**config.mk**
```make
export PLATFORM = sky130hd
export DESIGN_NAME = pulse_train_gen
export DESIGN_NICKNAME = d
export VERILOG_FILES = /design/src/rtl/pulse_gen_pkg.sv /design/src/rtl/phase_counter.sv /design/src/rtl/pulse_train_gen.sv
export SDC_FILE = /design/constraint.sdc
export NUM_CORES = 1
export LEC_CHECK = 0
export CAP_MARGIN = 20
export CORE_MARGIN = 4
export CORE_UTILIZATION = 52
export CTS_BUF_LIST = sky130_fd_sc_hd__clkbuf_4
export DETAILED_ROUTE_END_ITERATION = 10
export PLACE_DENSITY_LB_ADDON = 0.2
export SYNTH_ARGS = -nofsm -noshare
export SYNTH_HDL_FRONTEND = slang
export SYNTH_SLANG_ARGS = --single-unit
export TNS_END_PERCENT = 30
```
**constraint.sdc**
```tcl
create_clock -name clk -period 2.18 [get_ports clk]
set_input_delay 0.327 -clock clk [delete_from_list [all_inputs] [get_ports clk]]
set_output_delay 0.327 -clock clk [all_outputs]
set_load 0.005 [all_outputs]
```
**src/rtl/pulse_gen_pkg.sv**
```systemverilog
// rtl/pulse_gen_pkg.sv - shared state encoding and default widths for the pulse train generator
package pulse_gen_pkg;

    localparam int CW_DEFAULT = 8;
    localparam int NW_DEFAULT = 8;

    typedef enum logic [1:0] {
        IDLE = 2'd0,
        HIGH = 2'd1,
        LOW  = 2'd2
    } state_t;

endpackage

```
**src/rtl/phase_counter.sv**
```systemverilog
// rtl/phase_counter.sv - loadable down-counter with zero flag for phase timing
module phase_counter #(
    parameter int CW = 8
) (
    input  logic          clk,
    input  logic          rst,
    input  logic          load,
    input  logic          en,
    input  logic [CW-1:0] load_val,
    output logic          zero
);

    logic [CW-1:0] count;

    // Load wins over enable; the counter parks at zero instead of wrapping.
    always_ff @(posedge clk) begin
        if (rst) begin
            count <= '0;
        end else if (load) begin
            count <= load_val;
        end else if (en && (count != '0)) begin
            count <= count - CW'(1);
        end
    end

    assign zero = (count == '0);

endmodule

```
**src/rtl/pulse_train_gen.sv**
```systemverilog
// rtl/pulse_train_gen.sv - generates num_pulses pulses of programmable high/low length after start
module pulse_train_gen
    import pulse_gen_pkg::*;
#(
    parameter int CW = CW_DEFAULT,
    parameter int NW = NW_DEFAULT
) (
    input  logic          clk,
    input  logic          rst,
    input  logic          start,
    input  logic [CW-1:0] high_len,
    input  logic [CW-1:0] low_len,
    input  logic [NW-1:0] num_pulses,
    output logic          sig,
    output logic          pe,
    output logic          busy,
    output logic          done
);

    state_t        state;
    logic [CW-1:0] hl_m1;
    logic [CW-1:0] ll_m1;
    logic [NW-1:0] pulses_left;

    logic          cnt_load;
    logic          cnt_en;
    logic [CW-1:0] cnt_val;
    logic          cnt_zero;

    // The counter holds cycles remaining after the current one, so a length of
    // 0 or 1 both load 0 and give a single-cycle phase.
    function automatic logic [CW-1:0] len_m1(input logic [CW-1:0] len);
        return (len == '0) ? '0 : len - CW'(1);
    endfunction

    always_comb begin
        cnt_load = 1'b0;
        cnt_en   = 1'b0;
        cnt_val  = hl_m1;
        case (state)
            IDLE: begin
                if (start && (num_pulses != '0)) begin
                    cnt_load = 1'b1;
                    cnt_val  = len_m1(high_len);
                end
            end
            HIGH: begin
                if (cnt_zero) begin
                    cnt_load = 1'b1;
                    cnt_val  = ll_m1;
                end else begin
                    cnt_en = 1'b1;
                end
            end
            LOW: begin
                if (cnt_zero && (pulses_left != NW'(1))) begin
                    cnt_load = 1'b1;
                    cnt_val  = hl_m1;
                end else begin
                    cnt_en = 1'b1;
                end
            end
            default: begin
                cnt_load = 1'b0;
            end
        endcase
    end

    phase_counter #(
        .CW(CW)
    ) u_phase_counter (
        .clk     (clk),
        .rst     (rst),
        .load    (cnt_load),
        .en      (cnt_en),
        .load_val(cnt_val),
        .zero    (cnt_zero)
    );

    always_ff @(posedge clk) begin
        if (rst) begin
            state       <= IDLE;
            sig         <= 1'b0;
            pe          <= 1'b0;
            busy        <= 1'b0;
            done        <= 1'b0;
            hl_m1       <= '0;
            ll_m1       <= '0;
            pulses_left <= '0;
        end else begin
            pe   <= 1'b0;
            done <= 1'b0;
            case (state)
                IDLE: begin
                    if (start) begin
                        hl_m1       <= len_m1(high_len);
                        ll_m1       <= len_m1(low_len);
                        pulses_left <= num_pulses;
                        if (num_pulses != '0) begin
                            state <= HIGH;
                            sig   <= 1'b1;
                            pe    <= 1'b1;
                            busy  <= 1'b1;
                        end else begin
                            done <= 1'b1;
                        end
                    end
                end
                HIGH: begin
                    if (cnt_zero) begin
                        state <= LOW;
                        sig   <= 1'b0;
                    end
                end
                LOW: begin
                    if (cnt_zero) begin
                        if (pulses_left == NW'(1)) begin
                            state       <= IDLE;
                            busy        <= 1'b0;
                            done        <= 1'b1;
                            pulses_left <= '0;
                        end else begin
                            pulses_left <= pulses_left - NW'(1);
                            state       <= HIGH;
                            sig         <= 1'b1;
                            pe          <= 1'b1;
                        end
                    end
                end
                default: begin
                    state <= IDLE;
                    sig   <= 1'b0;
                    busy  <= 1'b0;
                end
            endcase
        end
    end

endmodule
```
# Yosys cells after proc, flatten, opt, wreduce, memory -nomap -nowiden
# Index checks and enable logic that the tools add are counted.
# op_classes
n_eq_ne	10
div	0
n_addsub	4
bitwise_logic	1
reduce_logical	16
n_mul	0
n_shift	0
muxes	43
order_cmp	0
# op_table
operator	n
$mux 8	9
$pmux 8 s2	2
$sub 8x1->8 const B	4
$logic_not 8->1	3
$mux 1	21
$reduce_bool 8->1	2
$ne 2x2->1 const B	6
$reduce_and 5->1	2
$pmux 1 s3	3
$eq 8x1->1 const B	1
$mux 2	4
$ne 8x1->1 const B	1
$pmux 1 s2	3
$pmux 2 s3	1
$reduce_and 4->1	1
$reduce_bool 2->1	2
$logic_and 1x1->1	3
$reduce_and 3->1	1
$eq 2x1->1 const B	1
$eq 2x2->1 const B	1
$logic_not 2->1	1
$reduce_and 2->1	1
$not 1->1	1
# totals
output_inout_bits	4
latch_bits	0
regBits	38
n_memories	0
input_bits	27
ramBits	0
rom_bits	0
word_cells	83

# Depth between registers and ports, before layout
# Gate-level depths: netlist (run 1).
# depth
word_depth	7
mapped_depth	9
ltp_nobuf	7

# Cells and area by module
# A second synthesis (run 1) with hierarchy kept.
# hier_totals
cells_unflattened	327
area_unflattened_um2	2653.8
# modules_own_cells
mod	area_each_um2	instances	cells_each	seq_area_each_um2
pulse_train_gen	2138.3	1	268	600.6
phase_counter	515.5	1	59	160.2

# Worst setup path after synthesis (run 1)
# Ideal clock, no wire load.
# synth_path
path_kind	flip-flop to flip-flop
start	reg u_phase_counter.count[0]
end	reg u_phase_counter.count[1]
t_required_ps	2061
t_arrival_ps	2018
stages_incl_launch_ff	8
synth_period_minus_slack_ps	2136
path_slack_ps	44
setup_time_ps	119
cell_sequence	dfxtp_1 inv_1 ha_1 nor3b_1 nand2_1 o311ai_4 o21ai_1 o221a_1
# synth_via
elab_chain_len	6
elab_cells_between_ends	16
cone_classes	add/sub (1); mux (10); reduce/logical (5)
# synth_lines
element	line_no	rtl
start: declaration	phase_counter.sv:13	logic [CW-1:0] count;
start signal: assignment	phase_counter.sv:20	count <= load_val;
start signal: assignment	phase_counter.sv:22	count <= count - CW'(1);
parallel branches: the longest is 6 deep, another holds $sub 8x1->8	-	
# Parallel ways; which one is timed is not known. The select of a mux whose other input is x is not followed.
# A chain may end at the register's enable or synchronous reset.

# Worst setup path after layout (run 1)
# layout_path
start	reg state[1]
end	reg u_phase_counter.count[5]
# layout_via
elab_chain_len	4
elab_cells_between_ends	9
cone_classes	eq/ne (2); mux (4); reduce/logical (3)
# layout_lines
element	line_no	rtl
start: declaration	pulse_train_gen.sv:20	state_t state;
start signal: assignment	pulse_train_gen.sv:82	state <= IDLE;
start signal: assignment	pulse_train_gen.sv:100	state <= HIGH;
start signal: assignment	pulse_train_gen.sv:111	state <= LOW;
$eq 2x2->1 or $eq 2x1->1 (tied branches)	pulse_train_gen.sv:40	case (state)
$pmux 1 s2	pulse_train_gen.sv:40	
$logic_and 1x1->1	phase_counter.sv:21	end else if (en && (count != '0)) begin
$reduce_bool 2->1 (no source line)	-	
# Parallel ways exist; a longest one is shown, timed or not.

==> flow_metrics.tcl, run 1 <==
set metrics [dict create \
    dieArea_mm2 0.00582 \
    min_period_ns 2.17 \
    seq_area_frac_synth_pct 31.3 \
    holdCritStartpoint "low_len[0]" \
    die_y_um 76.3 \
    vdd_ir_drop_max_mv 0.535 \
    synth.avg_cell_area_um2 8.17 \
    relSlewSlack_pct 60.9 \
    worstPathRequired_ns 2.40 \
    stdcell_count 420 \
    worst_pin_slew_ns 0.580 \
    initial_core_util_pct 54.6 \
    cp-start-kind "flop" \
    rsz0062_at_grt "yes" \
    cap_viol_max_count 0 \
    regArea_um2 761 \
    ant_nets 0 \
    end_kind "flop" \
    ys.flop_type "dfxtp_1" \
    drive_above_1_share_pct 23.1 \
    hpwl_mm 5.05 \
    timing.fmax_ghz 0.461 \
    core_mm2 0.00444 \
    cts_buffers 5 \
    synth.cell_area_mm2 0.00243 \
    grt_pass1_vias 2385 \
    gp_congestion 0.872 \
    synth_fp_nets 335 \
    ys_types 53 \
    post-route-period-util_pct 99.5 \
    nNetsFinal 406 \
    power-per-cell-area_mw_per_mm2 1000 \
    viasPerCell 6.05 \
    dr.pass1.iters 6 \
    leakage_uw 0.00131 \
    dp.cells 410 \
    synth_edf_count 0 \
    grt_max_degree 30 \
    reg2reg_from "state[1]" \
    outcome "complete, no violations" \
    cts_root_buf "clkbuf_4" \
    syn_to_final_growth_pct 32.0 \
    path_class "flop to flop" \
    yosysWarnings 0 \
    cts_tree "done" \
    io_buffers 30 \
    rows 24 \
    maxSlewViolCount 0 \
    antenna_found_initial 0 \
    arrival_ns 2.39 \
    multi_input_area_mm2 0.00160 \
    grt-ovfl-total 0 \
    routed_wl_mm 6.74 \
    post_drt_wl_per_cell_um 16.1 \
    mostFrequentLayoutCells "nor2_1, buf_4, dfxtp_1" \
    hold_slack_ns 0.442 \
    fin_skew_ns 0.00392 \
    num_antenna_cells 0 \
    path_clk_slew_ns 0.11 \
    cts_hold_buf 0 \
    io-pin-count 31 \
    postSynthCellCount 297 \
    tns_ns 0 \
    clock_latency_ns 0.33 \
    cts_sinks 38 \
    hold_viol 0 \
    grtUsageTotal_pct 23.0 \
    htree_levels 2 \
    fillers 366 \
    synth_async_sr_flop_share_pct 0 \
    die_w_um 76.3 \
    grt_pass1_wl_mm 11.2 \
    vias 2540 \
    setup_viol 0 \
    post-route-drc-count 0 \
    drt-initial-drc-count 274 \
    ys_seq_elements 38 \
    hold_class "primary input to flop" \
    clock_path_buffers 2 \
    crit_fanout 5 \
    startpoint "state[1]" \
]
[routing by layer]
layer  routed length, µm  part of all wire, %  track usage [%]
met2                3250                   48             38.4
met4                 123                  1.8             6.52
met1                3010                   45             30.5
met3                 360                  5.3             3.90
met5                   0                    0                0
[repair_timing]
action	4_1_cts	5_1_grt
setup endpoints to repair	4	22
gates resized for setup	1	19
hold endpoints to repair	0	0
pin swaps	1	6
buffers inserted	3	0
[worst max-delay path, stage by stage (launching register included)]
cell     delay, ns
dfxtp_1       0.41
inv_1         0.09
ha_1          0.30
o21ai_0       0.22
nor4_1        0.39
mux2_2        0.40
o21ai_0       0.18
a31oi_1       0.06
[synthesized netlist by cell type (all sizes together), types with 4 or more instances]
cell | instances | area [µm²]
clkbuf | 9 | 33.8
ha | 11 | 138
dfxtp | 38 | 761
nor3b | 4 | 30.0
mux2 | 6 | 67.6
or4 | 7 | 60.1
nand2 | 15 | 56.3
nor3 | 15 | 75.1
a211oi | 8 | 60.1
a22oi | 16 | 120
a21oi | 20 | 100
o21ai | 16 | 87.6
nor4 | 7 | 43.8
inv | 19 | 71.3
xor2 | 7 | 61.3
nand3 | 4 | 20.0
nor2 | 45 | 169
xnor2 | 6 | 52.6
[metrics by stage]
step | setup WS (ns) | power, µW | area (µm²) | util [%]
CTS | 0.00334 | 3090 | 3140 | 70.6
detailed placement | -0.351 | 2710 | 3060 | 68.9
global placement | -0.265 | 2660 | 3060 | 68.9
finish | 0.0112 | 3210 | 3200 | 72.1
global route | -0.145 | 3430 | 3200 | 72.1
floorplan | 0.0436 | 2020 | 2430 | -
[cell type report]
cell class | count | area share (%)
inverter | 19 | 2.23
clock buffer | 5 | 1.17
multi-input combinational | 229 | 50.0
tap | 52 | 2.03
timing repair buffer | 75 | 20.5
sequential | 38 | 23.7
clock inverter | 2 | 0.312
[final timing paths]
check                                  end  slack, ns  cells after the start
hold reg to reg   u_phase_counter.count[7]       0.49                      2
setup / recovery  u_phase_counter.count[5]       0.01                      7
setup reg to reg  u_phase_counter.count[5]       0.01                      7
hold / removal                    ll_m1[0]       0.44                      5
[flip-flops by register name, summed over array words and instances, names as in the netlist]
signal / cells
ll_m1: 8
sig: 1
hl_m1: 8
pulses_left: 8
u_phase_counter.count: 8
pe: 1
done: 1
state: 2
busy: 1
[power breakdown]
group | switching [µW] | internal (µW) | total (µW)
Clock | 219 | 116 | 335
Sequential | 151 | 852 | 1000
Combinational | 953 | 917 | 1870
[cells by family (layout without fill, tap and decap cells)]
logic type / Yosys count / after routing / share of synthesized area, %
buffers and inverters: 30 / 101 / 5.36
AO/OA/AOI/OAI: 87 / 87 / 25.9
XOR/XNOR: 13 / 13 / 4.69
AND/OR/NAND/NOR: 109 / 109 / 23.0
flip-flops: 38 / 38 / 31.3
adder cells (fa/ha/maj): 11 / 11 / 5.67
multiplexers: 9 / 9 / 4.02
Note: power is estimated with default switching activity, not from simulation.
==> run 2: changes to the inputs <==
--- a/config.mk
+++ b/config.mk
@@ -14,4 +14,4 @@
 export SYNTH_ARGS = -nofsm -noshare
 export SYNTH_HDL_FRONTEND = slang
 export SYNTH_SLANG_ARGS = --single-unit
-export TNS_END_PERCENT = 30
+export TNS_END_PERCENT = 5
==> run 2 against run 1 <==
Effect of this change:
- the flow now finishes with violations (setup timing)
- routed wire length down 2.2%
- cell area shrank 0.51%
- register-to-register slack got worse by 0.02 ns
- utilization is 0.37 points lower
- first-iteration DRC count decreased by 6.6%
- setup slack got worse by 0.017 ns
- combinational power shrank 2%
- via count is 2.4% lower
- sequential power is essentially flat
- total power is 1.4% lower
- non-clock buffer count unchanged
- critical path type unchanged
- largest power group unchanged
- highest routed layer unchanged
==> flow_metrics.tcl, run 2 (same netlist as run 1, synthesis figures left out) <==
set metrics [dict create \
    outcome "finished with violations" \
    failed_checks "setup timing" \
    worstPathRequired_ns 2.40 \
    cap_viol_max_count 0 \
    arrival_ns 2.41 \
    crit_fanout 7 \
    io_buffers 30 \
    routed_wl_mm 6.59 \
    ant_nets 0 \
    syn_to_final_growth_pct 31.3 \
    viasPerCell 5.90 \
    fillers 372 \
    timing.fmax_ghz 0.457 \
    grt_pass1_wl_mm 11.2 \
    antenna_found_initial 0 \
    slowest_stage "or4_4" \
    dr.pass1.iters 4 \
    cp-start-kind "flop" \
    crit_buf_inv 1 \
    rows 24 \
    min_period_ns 2.19 \
    clock_latency_ns 0.33 \
    setup_viol 1 \
    mostFrequentLayoutCells "nor2_1, buf_4, dfxtp_1" \
    gp_congestion 0.872 \
    regArea_um2 761 \
    final_area_mm2 0.00319 \
    hold_viol 0 \
    relSlewSlack_pct 62.3 \
    worst_slack_ns -0.00616 \
    fin_util_pct 71.7 \
    initial_core_util_pct 54.6 \
    io-pin-count 31 \
    drive_above_1_share_pct 22.6 \
    grt_max_degree 30 \
    hold_class "primary input to flop" \
    die_y_um 76.3 \
    vdd_ir_drop_max_mv 0.534 \
    slowest_delay_ns 0.56 \
    placed_area_mm2 0.00306 \
    vias 2480 \
    hpwl_mm 5.05 \
    dieArea_mm2 0.00582 \
    grt-ovfl-total 0 \
    num_antenna_cells 0 \
    post_drt_wl_per_cell_um 15.7 \
    cts_sinks 38 \
    rsz0062_at_grt "yes" \
    power-per-cell-area_mw_per_mm2 992 \
    tns_ns -0.00616 \
    cts_buffers 5 \
    post-route-drc-count 0 \
    fin_skew_ns 0.00259 \
    crit_chain "or4_4 -> buf_4 -> nor4b_1 -> mux2_2 -> o21ai_0 -> a31oi_1" \
    maxSlewViolCount 0 \
    cts_root_buf "clkbuf_4" \
    leakage_uw 0.00130 \
    path_clk_slew_ns 0.11 \
    core_mm2 0.00444 \
    cp_top_family "simple AND/OR/NAND/NOR gates" \
    clock_path_buffers 2 \
    multi_input_area_mm2 0.00158 \
    die_w_um 76.3 \
    nNetsFinal 406 \
    grtUsageTotal_pct 23.0 \
    htree_levels 2 \
    path_class "flop to flop" \
    drt-initial-drc-count 256 \
    cts_tree "done" \
    final_common_cell "nor2_1" \
    grt_pass1_vias 2385 \
    total_power_uw 3160 \
    worst_pin_slew_ns 0.552 \
    hold_slack_ns 0.441 \
    end_kind "flop" \
    post-route-period-util_pct 100 \
]
[run 2: worst paths after layout]
| check | startpoint | endpoint | slack, ns | depth (start not counted) |
|---|---|---|---|---|
| worst min-delay path | low_len[0] | ll_m1[0] | 0.44 | 5 |
| worst max register to register | u_phase_counter.count[2] | u_phase_counter.count[7] | -0.006 | 6 |
| worst max-delay path | u_phase_counter.count[2] | u_phase_counter.count[7] | -0.006 | 6 |
| worst min register to register | hl_m1[7] | u_phase_counter.count[7] | 0.49 | 2 |
[run 2: cell type report]
class | count | area share, %
Sequential cell | 38 | 23.9
Inverter | 19 | 2.24
Timing Repair Buffer | 75 | 20.7
Clock buffer | 5 | 1.18
Multi-Input combinational cell | 229 | 49.6
Clock inverter | 2 | 0.314
Tap cell | 52 | 2.04
[run 2: report_power, final]
| group | switching, µW | internal [µW] | total, µW |
|---|---|---|---|
| logic | 929 | 905 | 1830 |
| registers | 145 | 852 | 997 |
| clock network | 217 | 116 | 333 |
| total | 1290 | 1870 | 3160 |
[run 2: routing by layer]
metal	track usage (%)	share of wire [%]	vias to the layer above
li1	-	-	1239
met1	30.5	45	1156
met2	38.4	49	79
met3	3.90	5.4	6
met4	6.52	0.67	0
met5	0	0	-
[run 2: worst min-delay path, cell delays in order]
cell and delay [ns]:
dlymetal6s2s_1 0.14, inv_2 0.06, buf_4 0.10, a22oi_2 0.05, nor2_1 0.07
[run 2: per-stage QoR]
| step | setup slack (ns) | std cells |
|---|---|---|
| 6_report | -0.00616 | 420 |
| 3_5_place_dp | -0.351 | 410 |
| 5_1_grt | -0.0747 | 420 |
| 3_3_place_gp | -0.265 | 410 |
| 4_1_cts | 0.00334 | 420 |
| 2_1_floorplan | 0.0436 | 297 |
[run 2: timing repair]
item,in CTS,in global routing
pin swaps,1,6
gates resized for setup,1,15
setup buffers,3,0
gates cloned,0,0
endpoints found under the setup margin,4,22
hold buffers,0,0
==> edit (config.mk and constraints of run 1) <==
Add an input register stage for `start`, `high_len`, `low_len` and `num_pulses`, with the module's reset; this delays them by one clock.
--- a/src/rtl/pulse_train_gen.sv
+++ b/src/rtl/pulse_train_gen.sv
@@ -18,2 +18,21 @@
 );
+
+    logic start_q;
+    logic [CW-1:0] high_len_q;
+    logic [CW-1:0] low_len_q;
+    logic [NW-1:0] num_pulses_q;
+
+    always_ff @(posedge clk) begin
+        if (rst) begin
+            start_q      <= '0;
+            high_len_q   <= '0;
+            low_len_q    <= '0;
+            num_pulses_q <= '0;
+        end else begin
+            start_q      <= start;
+            high_len_q   <= high_len;
+            low_len_q    <= low_len;
+            num_pulses_q <= num_pulses;
+        end
+    end
 
@@ -41,5 +60,5 @@
             IDLE: begin
-                if (start && (num_pulses != '0)) begin
+                if (start_q && (num_pulses_q != '0)) begin
                     cnt_load = 1'b1;
-                    cnt_val  = len_m1(high_len);
+                    cnt_val  = len_m1(high_len_q);
                 end
@@ -94,7 +113,7 @@
                 IDLE: begin
-                    if (start) begin
-                        hl_m1       <= len_m1(high_len);
-                        ll_m1       <= len_m1(low_len);
-                        pulses_left <= num_pulses;
-                        if (num_pulses != '0) begin
+                    if (start_q) begin
+                        hl_m1       <= len_m1(high_len_q);
+                        ll_m1       <= len_m1(low_len_q);
+                        pulses_left <= num_pulses_q;
+                        if (num_pulses_q != '0) begin
                             state <= HIGH;
Formal check against the unedited RTL: not equivalent (a bounded check fails within 4 cycles, from zero or initial values and one cycle with rst high).
==> edit against run 1 <==
Power grew 36%. Worst setup slack gained 110 ps. Sequential cell count grew 25. Cell area grew 26%. Routed wire length grew 6.6%. Area after synthesis grew 34%. First-iteration DRC count shrank 43%. Count of clock-buffer cells in the layout grew 6. Clock power grew to 2.7 times the old value. Critical path type unchanged. Largest cell class unchanged. Largest power group unchanged.
==> edit: results (changes against run 1) <==
* Status: completed
* Slowest-stage cell, CP: or3b_4
* Vias at 2,824 (+11%)
* Setup crit start: low_len_q[0]$_SDFF_PP0_
* Final GP Congestion at 0.817 (-6.3%)
* Worst vdd ir at 0.000789 V (+47%)
* Cell family contributing the most delay on the critical path: simple AND/OR/NAND/NOR gates
* Crit path DAT at 2310 ps (-80 ps)
* Hold path startpoint: rst
* Reg-to-reg slack, setup at 120 ps (+110 ps)
* Number of global-route vias before repair at 2,710 (+14%)
* CTS H-tree lvls at 3 (+1)
* Synth Instances at 377 (+27%)
* First-pass GRT wire length at 12.3 mm (+10%)
* Largest net degree at the start of global routing at 34 (+13%)
* Worst r2r dst: ll_m1[2]$_SDFFE_PP0P_
* Fin nets at 464 (+14%)
* Dpl ws at -10.9 ps (+341 ps)
* Final Non-Filler Cells at 506 (+20%)
* Initial DRC count at 155 (-43%)
* Commonest cells post-synth: 63 x dfxtp_1, 37 x nor2_1, 31 x nand2_1, 27 x nor2b_1, 23 x a21oi_1
* Cts bufs inserted at 9 (+4)
* CP Max Fanout at 7 (+2)
* Warnings, synthesis at 0 (unchanged)
* WL final at 7.19 mm (+6.6%)
* Netlist cell types at 56 (+5.7%)
* Seq/Total Area, Yosys at 38.8% (+7.5 points)
* Syn Nets at 415 (+24%)
* Initial antenna violation count at 0 (unchanged)
* 1st-pass router iterations at 4 (-2)
* Hold EP: state[0]$_SDFFE_PP0P_
* Setup Skew at 9.37 ps (+5.46 ps)
* Placed cell count at 486 (+19%)
* Max clock buf depth at 2 (unchanged)
* Clk Latency, worst-skew pair at 380 ps (+50 ps)
* Slew margin rel. at 60.9% (about the same)
* Max stage delay on crit path at 390 ps (-20 ps)
* Fraction of layout cells with a size suffix above 1 at 20.0% (-3.1 points)
* Placement Cell Area at 3720 um^2 (+22%)
* Hold Crit Depth at 2 (-3)
* Worst R2R Path Depth at 7 (unchanged)
* Leakage at 1.55 nW (+18%)
* Gr usage total at 20.4% (-2.6 points)
* Most area-consuming cells after synthesis: dfxtp_1 39%, nor2b_1 5.2%, nor2_1 4.3%
* DPL Wire Length at 5.27 mm (+4.3%)
* Worst hold slack at 428 ps (-13.9 ps)
==> edit: final cells by class <==
type,instances,area [um^2]
clock buffer,11,82.6
clock inverter,5,82.6
tap,75,93.8
inverter,22,82.6
timing repair buffer,56,503
multi-input combinational,274,1920
fill,499,1970
sequential,63,1260
==> edit: where the power goes <==
group	internal (mW)	switching, mW
Clock	0.491	0.413
Sequential	1.31	0.147
Combinational	0.984	1.02
==> edit: worst max path at each step <==
stage	slack, ps	endpoint	cells after the start
after detailed placement	-10	u_phase_counter.count[3]$_SDFFE_PP0P_	7
final	120	ll_m1[2]$_SDFFE_PP0P_	7
after global placement	40	u_phase_counter.count[6]$_SDFFE_PP0P_	6
after global routing	-90	pulses_left[6]$_SDFFE_PP0P_	8
after CTS	10	u_phase_counter.count[2]$_SDFFE_PP0P_	7
after floorplan	50	u_phase_counter.count[2]$_SDFFE_PP0P_	7
==> edit: logic make-up after synthesis <==
| family | count (synthesis) | share of synthesized area [%] |
|---|---|---|
| AOI/OAI and AO/OA | 95 | 20.9 |
| xor gates and xnor gates | 11 | 2.97 |
| adders and majority gates | 11 | 4.24 |
| buffers and inverters | 40 | 5.01 |
| DFF | 63 | 38.8 |
| muxes | 15 | 5.09 |
| and+or+nand+nor | 142 | 22.9 |
==> edit: routing by layer <==
metal | track usage [%] | up-vias | share of wire, %
li1 | - | 1439 | -
met1 | 28.0 | 1325 | 50
met2 | 31.5 | 56 | 45
met3 | 3.97 | 4 | 3.9
met4 | 7.93 | 0 | 0.63
met5 | 0 | - | 0
==> edit: what timing repair did <==
item / 4_1_cts / 5_1_grt
setup endpoints to repair: 7 / 25
resized for setup: 1 / 22
buffers inserted: 4 / 0
pin swaps: 1 / 4
